===== config.mk =====
export PLATFORM = sky130hd
export DESIGN_NAME = uart_rx_fifo_flat
export DESIGN_NICKNAME = d
export VERILOG_FILES = /design/src/rtl/uart_rx_fifo_if.sv /design/src/rtl/uart_rx_fifo.sv /design/src/flat_wrapper.sv
export SDC_FILE = /design/constraint.sdc
export NUM_CORES = 1
export LEC_CHECK = 0
export BUFFER_PORTS_ARGS = -buffer_cell sky130_fd_sc_hd__buf_2
export CORE_ASPECT_RATIO = 1.2
export CORE_MARGIN = 1
export CORE_UTILIZATION = 51
export CTS_CLUSTER_SIZE = 25
export DETAILED_ROUTE_END_ITERATION = 8
export GPL_TIMING_DRIVEN = 0
export PLACE_DENSITY = 0.68
export SLEW_MARGIN = 20
export SYNTH_ARGS = -nofsm -noshare
export SYNTH_HDL_FRONTEND = slang
export SYNTH_SLANG_ARGS = --single-unit

===== constraint.sdc =====
create_clock -name clk -period 6.3 [get_ports clk]
set_input_delay 1.26 -clock clk [delete_from_list [all_inputs] [get_ports clk]]
set_output_delay 1.26 -clock clk [all_outputs]
set_load 0.1 [all_outputs]

===== src/rtl/uart_rx_fifo_if.sv =====
`default_nettype none
// ============================================================================
// Module   : uart_rx_fifo_if
// Brief    : Consumer-side read/status bundle of the fabric UART receiver.
// Revision : 1.0 - initial release
// ============================================================================
interface uart_rx_fifo_if;
    logic       rd_en;
    logic       clr_err;
    logic [7:0] rd_data;
    logic       rd_valid;
    logic       overrun;
    logic       frame_err;
    logic       fab_int;

    modport slave (
        input  rd_en,
        input  clr_err,
        output rd_data,
        output rd_valid,
        output overrun,
        output frame_err,
        output fab_int
    );

    modport master (
        output rd_en,
        output clr_err,
        input  rd_data,
        input  rd_valid,
        input  overrun,
        input  frame_err,
        input  fab_int
    );
endinterface
`default_nettype wire


===== src/rtl/uart_rx_fifo.sv =====
`default_nettype none
// ============================================================================
// Module   : uart_rx_fifo
// Brief    : 8N1 UART receiver with centre sampling feeding a show-ahead FIFO
//            and a level interrupt while data is pending.
// Revision : 1.0 - initial release
// ============================================================================
module uart_rx_fifo #(
    parameter int CLKS_PER_BIT = 868,
    parameter int FIFO_DEPTH   = 4
) (
    input  wire logic         clk,
    input  wire logic         reset_n,
    input  wire logic         rxd,
    uart_rx_fifo_if.slave     bus
);

    localparam int c_AW = $clog2(FIFO_DEPTH);
    localparam int c_CW = $clog2(CLKS_PER_BIT);
    localparam logic [c_CW-1:0] c_BIT_LAST  = c_CW'(CLKS_PER_BIT - 1);
    localparam logic [c_CW-1:0] c_HALF_LAST = c_CW'(CLKS_PER_BIT / 2 - 1);

    typedef enum logic [2:0] {
        S_IDLE  = 3'd0,
        S_START = 3'd1,
        S_DATA  = 3'd2,
        S_STOP  = 3'd3,
        S_BREAK = 3'd4
    } state_t;

    // ------------------------------------------------------------------
    // Input synchroniser and falling-edge detect (idle level is high)
    // ------------------------------------------------------------------
    logic r_rx_meta;
    logic r_rxs;
    logic r_rxs_d;
    logic w_fall;

    always_ff @(posedge clk or negedge reset_n) begin
        if (!reset_n) begin
            r_rx_meta <= 1'b1;
            r_rxs     <= 1'b1;
            r_rxs_d   <= 1'b1;
        end else begin
            r_rx_meta <= rxd;
            r_rxs     <= r_rx_meta;
            r_rxs_d   <= r_rxs;
        end
    end

    assign w_fall = r_rxs_d & ~r_rxs;

    // ------------------------------------------------------------------
    // Receive state machine
    // ------------------------------------------------------------------
    state_t            r_state;
    logic [c_CW-1:0]   r_cnt;
    logic [2:0]        r_bit_idx;
    logic [7:0]        r_shift;
    logic              r_frame_err;
    logic              w_bit_end;
    logic              w_push;

    assign w_bit_end = (r_cnt == c_BIT_LAST);
    // A good stop bit commits the byte in the same cycle it is sampled.
    assign w_push    = (r_state == S_STOP) && w_bit_end && r_rxs;

    always_ff @(posedge clk or negedge reset_n) begin
        if (!reset_n) begin
            r_state     <= S_IDLE;
            r_cnt       <= '0;
            r_bit_idx   <= '0;
            r_shift     <= '0;
            r_frame_err <= 1'b0;
        end else begin
            r_frame_err <= 1'b0;
            case (r_state)
                S_IDLE: begin
                    if (w_fall) begin
                        r_cnt   <= '0;
                        r_state <= S_START;
                    end
                end
                S_START: begin
                    if (r_cnt == c_HALF_LAST) begin
                        if (r_rxs) begin
                            r_state <= S_IDLE;
                        end else begin
                            r_cnt     <= '0;
                            r_bit_idx <= '0;
                            r_state   <= S_DATA;
                        end
                    end else begin
                        r_cnt <= r_cnt + 1'b1;
                    end
                end
                S_DATA: begin
                    if (w_bit_end) begin
                        r_cnt   <= '0;
                        r_shift <= {r_rxs, r_shift[7:1]};
                        if (r_bit_idx == 3'd7) begin
                            r_state <= S_STOP;
                        end else begin
                            r_bit_idx <= r_bit_idx + 1'b1;
                        end
                    end else begin
                        r_cnt <= r_cnt + 1'b1;
                    end
                end
                S_STOP: begin
                    if (w_bit_end) begin
                        r_cnt <= '0;
                        if (r_rxs) begin
                            r_state <= S_IDLE;
                        end else begin
                            r_frame_err <= 1'b1;
                            r_state     <= S_BREAK;
                        end
                    end else begin
                        r_cnt <= r_cnt + 1'b1;
                    end
                end
                S_BREAK: begin
                    // Held-low line: stay here so only one frame error is reported.
                    if (r_rxs) begin
                        r_state <= S_IDLE;
                    end
                end
                default: begin
                    r_state <= S_IDLE;
                end
            endcase
        end
    end

    // ------------------------------------------------------------------
    // Show-ahead FIFO with extra-MSB pointers
    // ------------------------------------------------------------------
    logic [7:0]      r_mem [FIFO_DEPTH];
    logic [c_AW:0]   r_wr_ptr;
    logic [c_AW:0]   r_rd_ptr;
    logic            r_overrun;
    logic            r_fab_int;
    logic            w_empty;
    logic            w_full;
    logic            w_pop;
    logic            w_wr;
    logic            w_drop;

    assign w_empty = (r_wr_ptr == r_rd_ptr);
    assign w_full  = (r_wr_ptr[c_AW] != r_rd_ptr[c_AW]) &&
                     (r_wr_ptr[c_AW-1:0] == r_rd_ptr[c_AW-1:0]);
    assign w_pop   = bus.rd_en & ~w_empty;
    // A simultaneous pop frees the head slot, so a push into a full FIFO still lands.
    assign w_wr    = w_push & (~w_full | w_pop);
    assign w_drop  = w_push & w_full & ~w_pop;

    always_ff @(posedge clk or negedge reset_n) begin
        if (!reset_n) begin
            for (int i = 0; i < FIFO_DEPTH; i++) begin
                r_mem[i] <= '0;
            end
            r_wr_ptr  <= '0;
            r_rd_ptr  <= '0;
            r_overrun <= 1'b0;
            r_fab_int <= 1'b0;
        end else begin
            if (w_wr) begin
                r_mem[r_wr_ptr[c_AW-1:0]] <= r_shift;
                r_wr_ptr                  <= r_wr_ptr + 1'b1;
            end
            if (w_pop) begin
                r_rd_ptr <= r_rd_ptr + 1'b1;
            end
            if (w_drop) begin
                r_overrun <= 1'b1;
            end else if (bus.clr_err) begin
                r_overrun <= 1'b0;
            end
            r_fab_int <= ~w_empty;
        end
    end

    assign bus.rd_data   = r_mem[r_rd_ptr[c_AW-1:0]];
    assign bus.rd_valid  = ~w_empty;
    assign bus.overrun   = r_overrun;
    assign bus.frame_err = r_frame_err;
    assign bus.fab_int   = r_fab_int;

endmodule
`default_nettype wire

===== src/flat_wrapper.sv =====
// flat-port wrapper written by rule: the top's interface ports become plain ports
module uart_rx_fifo_flat 
#(
    parameter int CLKS_PER_BIT = 868,
    parameter int FIFO_DEPTH   = 4
)
  (clk, reset_n, rxd, bus_rd_en, bus_clr_err, bus_rd_data, bus_rd_valid, bus_overrun, bus_frame_err, bus_fab_int);
  uart_rx_fifo_if bus_i ();
  input  wire logic clk;
  input  wire logic reset_n;
  input  wire logic rxd;
  input wire logic [$bits(bus_i.rd_en)-1:0] bus_rd_en;
  input wire logic [$bits(bus_i.clr_err)-1:0] bus_clr_err;
  output wire logic [$bits(bus_i.rd_data)-1:0] bus_rd_data;
  output wire logic [$bits(bus_i.rd_valid)-1:0] bus_rd_valid;
  output wire logic [$bits(bus_i.overrun)-1:0] bus_overrun;
  output wire logic [$bits(bus_i.frame_err)-1:0] bus_frame_err;
  output wire logic [$bits(bus_i.fab_int)-1:0] bus_fab_int;
  assign bus_i.rd_en = bus_rd_en;
  assign bus_i.clr_err = bus_clr_err;
  assign bus_rd_data = bus_i.rd_data;
  assign bus_rd_valid = bus_i.rd_valid;
  assign bus_overrun = bus_i.overrun;
  assign bus_frame_err = bus_i.frame_err;
  assign bus_fab_int = bus_i.fab_int;
  uart_rx_fifo #(.CLKS_PER_BIT(CLKS_PER_BIT), .FIFO_DEPTH(FIFO_DEPTH)) u_core (.clk(clk), .reset_n(reset_n), .rxd(rxd), .bus(bus_i));
endmodule

==> flow_summary_export.csv <==
group,metric,value,unit
critical_path,crit_path_end,"bus_rd_valid",
drt,wl,5790,um
critical_path,worstPathRequired,5040,ps
drt,first_iter_violations,86,
clock_tree,ctsHoldBuffers,0,
logic_synthesis,synthMuxAreaShare,23.5,%
floorplan,die_w,76.8,um
grt,grt_use_met3,3.28,%
pwr,pwr-share-seq,43.9,%
floorplan,core,6450,sq um
grt,antenna_found_initial,0,
logic_synthesis,synth_compound_area_share,5.82,%
drt,wl_per_cell,15.6,um
logic_synthesis,synth_area,3420,sq um
logic_synthesis,seq_area_frac_synth,49.9,%
pwr,power_density,284,nW/um^2
critical_path,r2r-start,"u_core.r_cnt[2]$_DFFE_PN0P_",
critical_path,startpoint_type,"flip-flop",
logic_synthesis,syn_avg_cell_area,13.5,sq um
floorplan,die_h,91.7,um
clock_tree,cts_num_sinks,68,
flow_run,max_cap_viol_count,0,
pwr,pwr-share-clk,39.1,%
critical_path,critPathMaxFanout,10,
logic_synthesis,synthAdderAreaFrac,3.29,%
clock_tree,clkTransAtPathRegs,70,ps
finish,diodes,0,
placement,place_congestion,0.786,
sta,fmax,305,MHz
placement,place.port_buffers,16,
pwr,p_sw,303,uW
critical_path,cp.arrival,2020,ps
floorplan,row_count,32,
logic_synthesis,synth_top_family_by_area,"multiplexers",
logic_synthesis,synth_top_flop_cell,"dfrtp_1",
sta,finClkSkew,13.7,ps
critical_path,ff2ff_path_depth,6,
logic_synthesis,synth_simple_gate_area_share,10.4,%
pwr,power_leakage,1.82,nW
logic_synthesis,synth_enable_flop_cells,0,
floorplan,dieArea,7040,sq um
grt,grt-busiest-layer,"met2",
sta,tightest_slew,694,ps
finish,nNetsFinal,296,
clock_tree,clkLatencyLatePin,340,ps
grt,grt_usage,18.6,%
logic_synthesis,async_reset_ff_share,100,%
clock_tree,cts_setup_buffers,0,
grt,grt_use_met2,31.3,%
drt,drc_errors,0,
finish,drive_gt1_share,35.9,%
logic_synthesis,synth_top_area_share,47.5,%
logic_synthesis,ys_ff_latch,68,
drt,first_pass_iters,4,
finish,synthToLayoutAreaGrowth,13.1,%
drt,ant_nets,0,
finish,finalInstanceArea,3870,sq um
clock_tree,cts_buffer_depth,2,
logic_synthesis,yosysWarnings,0,
sta,final_min_period_over_clock_period,52.0,%
sta,final.min_clock_period,3280,ps
pwr,combPwrFrac,17.0,%
sta,fin_tns_setup,0,ps
grt,grt_pass1_wl,10100,um
pwr,ir_worst_vdd,0.202,mV
critical_path,worstSetupPathType,"reg -> out",
finish,n_fill_cell,512,
critical_path,crit_start,"u_core.r_rd_ptr[1]$_DFFE_PN0P_",
clock_tree,clockRootBuffer,"clkbuf_8",
clock_tree,cts_tree,"yes",
sta,setup_viol,0,
clock_tree,cts.htree.levels,3,
logic_synthesis,synthCells,254,
sta,hold_viol_final,0,
sta,slew_violations,0,
placement,dpl.hpwl,3930,um
drt,viasPerCell,5.37,
critical_path,cp-end-kind,"primary output",
critical_path,r2r_end,"u_core.r_mem[23]$_DFFE_PN0P_",
clock_tree,cts_inserted_buffers,9,
logic_synthesis,synthDistinctLibCells,41,
critical_path,worst-r2r-setup-slack,3760,ps
logic_synthesis,synth.top_cells.by_area,"dfrtp_1, mux2_4, mux4_2",
pwr,internal_power,795,uW
floorplan,pin_count,17,
grt,grt.met1_usage,23.2,%
clock_tree,post_cts_resized,0,
grt,grt-ovfl-total,0,
logic_synthesis,synth_top_area_cell,"dfrtp_1",
logic_synthesis,synth_xor_xnor_area_share,2.30,%
placement,placed_cell_area,3630,sq um
logic_synthesis,syn_nets,268,
sta,rsz0062_at_grt,"no",
grt,grt_pass1_vias,2108,
grt,grt_max_degree,43,
pwr,power_switching_share,27.6,%
outcome,status,"finished, final reports clean",
sta,relSlewSlack,53.6,%
hold_path,hold_class,"reg -> reg",
floorplan,start_util,53.1,%
hold_path,worstHoldPathCells,0,
drt,via_count,1999,
==> critical path, cell delays in order (launching register included) <==
cell,delay [ps]
dfrtp_1,350
clkbuf_1,520
xnor2_1,180
nand3_1,180
buf_2,450
==> metrics by stage <==
| step | hold slack (ps) | util [%] | worst slack, ps | std cells | total power, mW |
|---|---|---|---|---|---|
| 2_1_floorplan | 345 | - | 3410 | 254 | 0.628 |
| 3_3_place_gp | 347 | 56.0 | 3390 | 355 | 0.670 |
| 3_5_place_dp | 348 | 56.3 | 3330 | 356 | 0.678 |
| 4_1_cts | 358 | 60.0 | 2980 | 372 | 1.10 |
| 5_1_grt | 359 | 60.0 | 2910 | 372 | 1.15 |
| 6_report | 357 | 60.0 | 3020 | 372 | 1.10 |
==> registers in the layout, indices dropped and copies added (netlist names), 3 cells and up <==
register,count
u_core.r_state,3
u_core.r_bit_idx,3
u_core.r_mem,32
u_core.r_cnt,10
u_core.r_rd_ptr,3
u_core.r_wr_ptr,3
u_core.r_shift,8
==> power by group through the flow <==
stage                     Combinational, mW  Clock [mW]  Sequential [mW]
after global placement                0.181           0            0.490
after detailed placement              0.188           0            0.490
after floorplan                       0.143           0            0.485
after global routing                  0.212       0.452            0.486
after CTS                             0.187       0.433            0.482
final                                 0.187       0.429            0.482
==> cells in the final DEF (no fill, tap or decap), types with 2 or more instances in the layout <==
cell         n
dfrtp_1     65
mux2_4      32
buf_2       16
nand2_1     16
inv_1       14
nor2_1      12
o21ai_0     12
clkbuf_8    10
mux2_2      10
ha_1         9
mux4_2       8
xnor2_1      8
a21oi_1      7
nand3_1      6
buf_12       5
clkbuf_1     4
and2_4       4
nor3_1       4
nand3b_1     3
nor3b_1      3
mux2i_1      3
bufinv_16    3
dfstp_2      3
nand4bb_1    2
and3_1       2
nand2b_1     2
a21o_1       2
a22o_1       2
o22ai_1      2
clkinv_2     2
clkinvlp_4   2
==> layer usage <==
metal / up-vias / share of wire [%]
met5: - / 0
met1: 1013 / 45
met2: 18 / 51
met4: 0 / 1.8
li1: 957 / -
met3: 11 / 1.8
==> cells by family (layout without fill, tap and decap cells) <==
group                    Yosys count  count (layout)
flip-flops                        68              68
AND/OR/NAND/NOR                   61              61
multiplexers                      53              53
AO/OA/AOI/OAI                     30              30
buffers and inverters             24              57
adder cells (fa/ha/maj)            9               9
XOR/XNOR                           9               9
==> synth_stat cells (4+ instances only) <==
cell type	number
a21oi_1	7
and2_4	4
buf_12	4
clkbuf_1	4
dfrtp_1	65
ha_1	9
inv_1	14
mux2_2	10
mux2_4	32
mux4_2	8
nand2_1	16
nand3_1	6
nor2_1	12
nor3_1	4
o21ai_0	12
xnor2_1	8
==> how the worst min path moves through the flow <==
stage	startpoint	to	slack, ps
4_1_cts	u_core.r_rx_meta$_DFF_PN1_	u_core.r_rxs$_DFF_PN1_	360
5_1_grt	u_core.r_rx_meta$_DFF_PN1_	u_core.r_rxs$_DFF_PN1_	360
3_3_place_gp	u_core.r_rx_meta$_DFF_PN1_	u_core.r_rxs$_DFF_PN1_	350
3_5_place_dp	u_core.r_rx_meta$_DFF_PN1_	u_core.r_rxs$_DFF_PN1_	350
2_1_floorplan	u_core.r_rx_meta$_DFF_PN1_	u_core.r_rxs$_DFF_PN1_	350
6_report	u_core.r_rx_meta$_DFF_PN1_	u_core.r_rxs$_DFF_PN1_	360
==> layout make-up <==
type                            count  area [sq um]  share of cell area [%]
Buffer                             10           114                    2.94
Clock buffer                        9           124                    3.20
Clock inverter                      7           115                    2.98
Inverter                           14          52.6                    1.36
Multi-Input combinational cell    162          1550                    40.0
Sequential cell                    68          1710                    44.1
Tap cell                           85           106                    2.75
Timing Repair Buffer               17           103                    2.65
(Power assumes the default switching activity.)
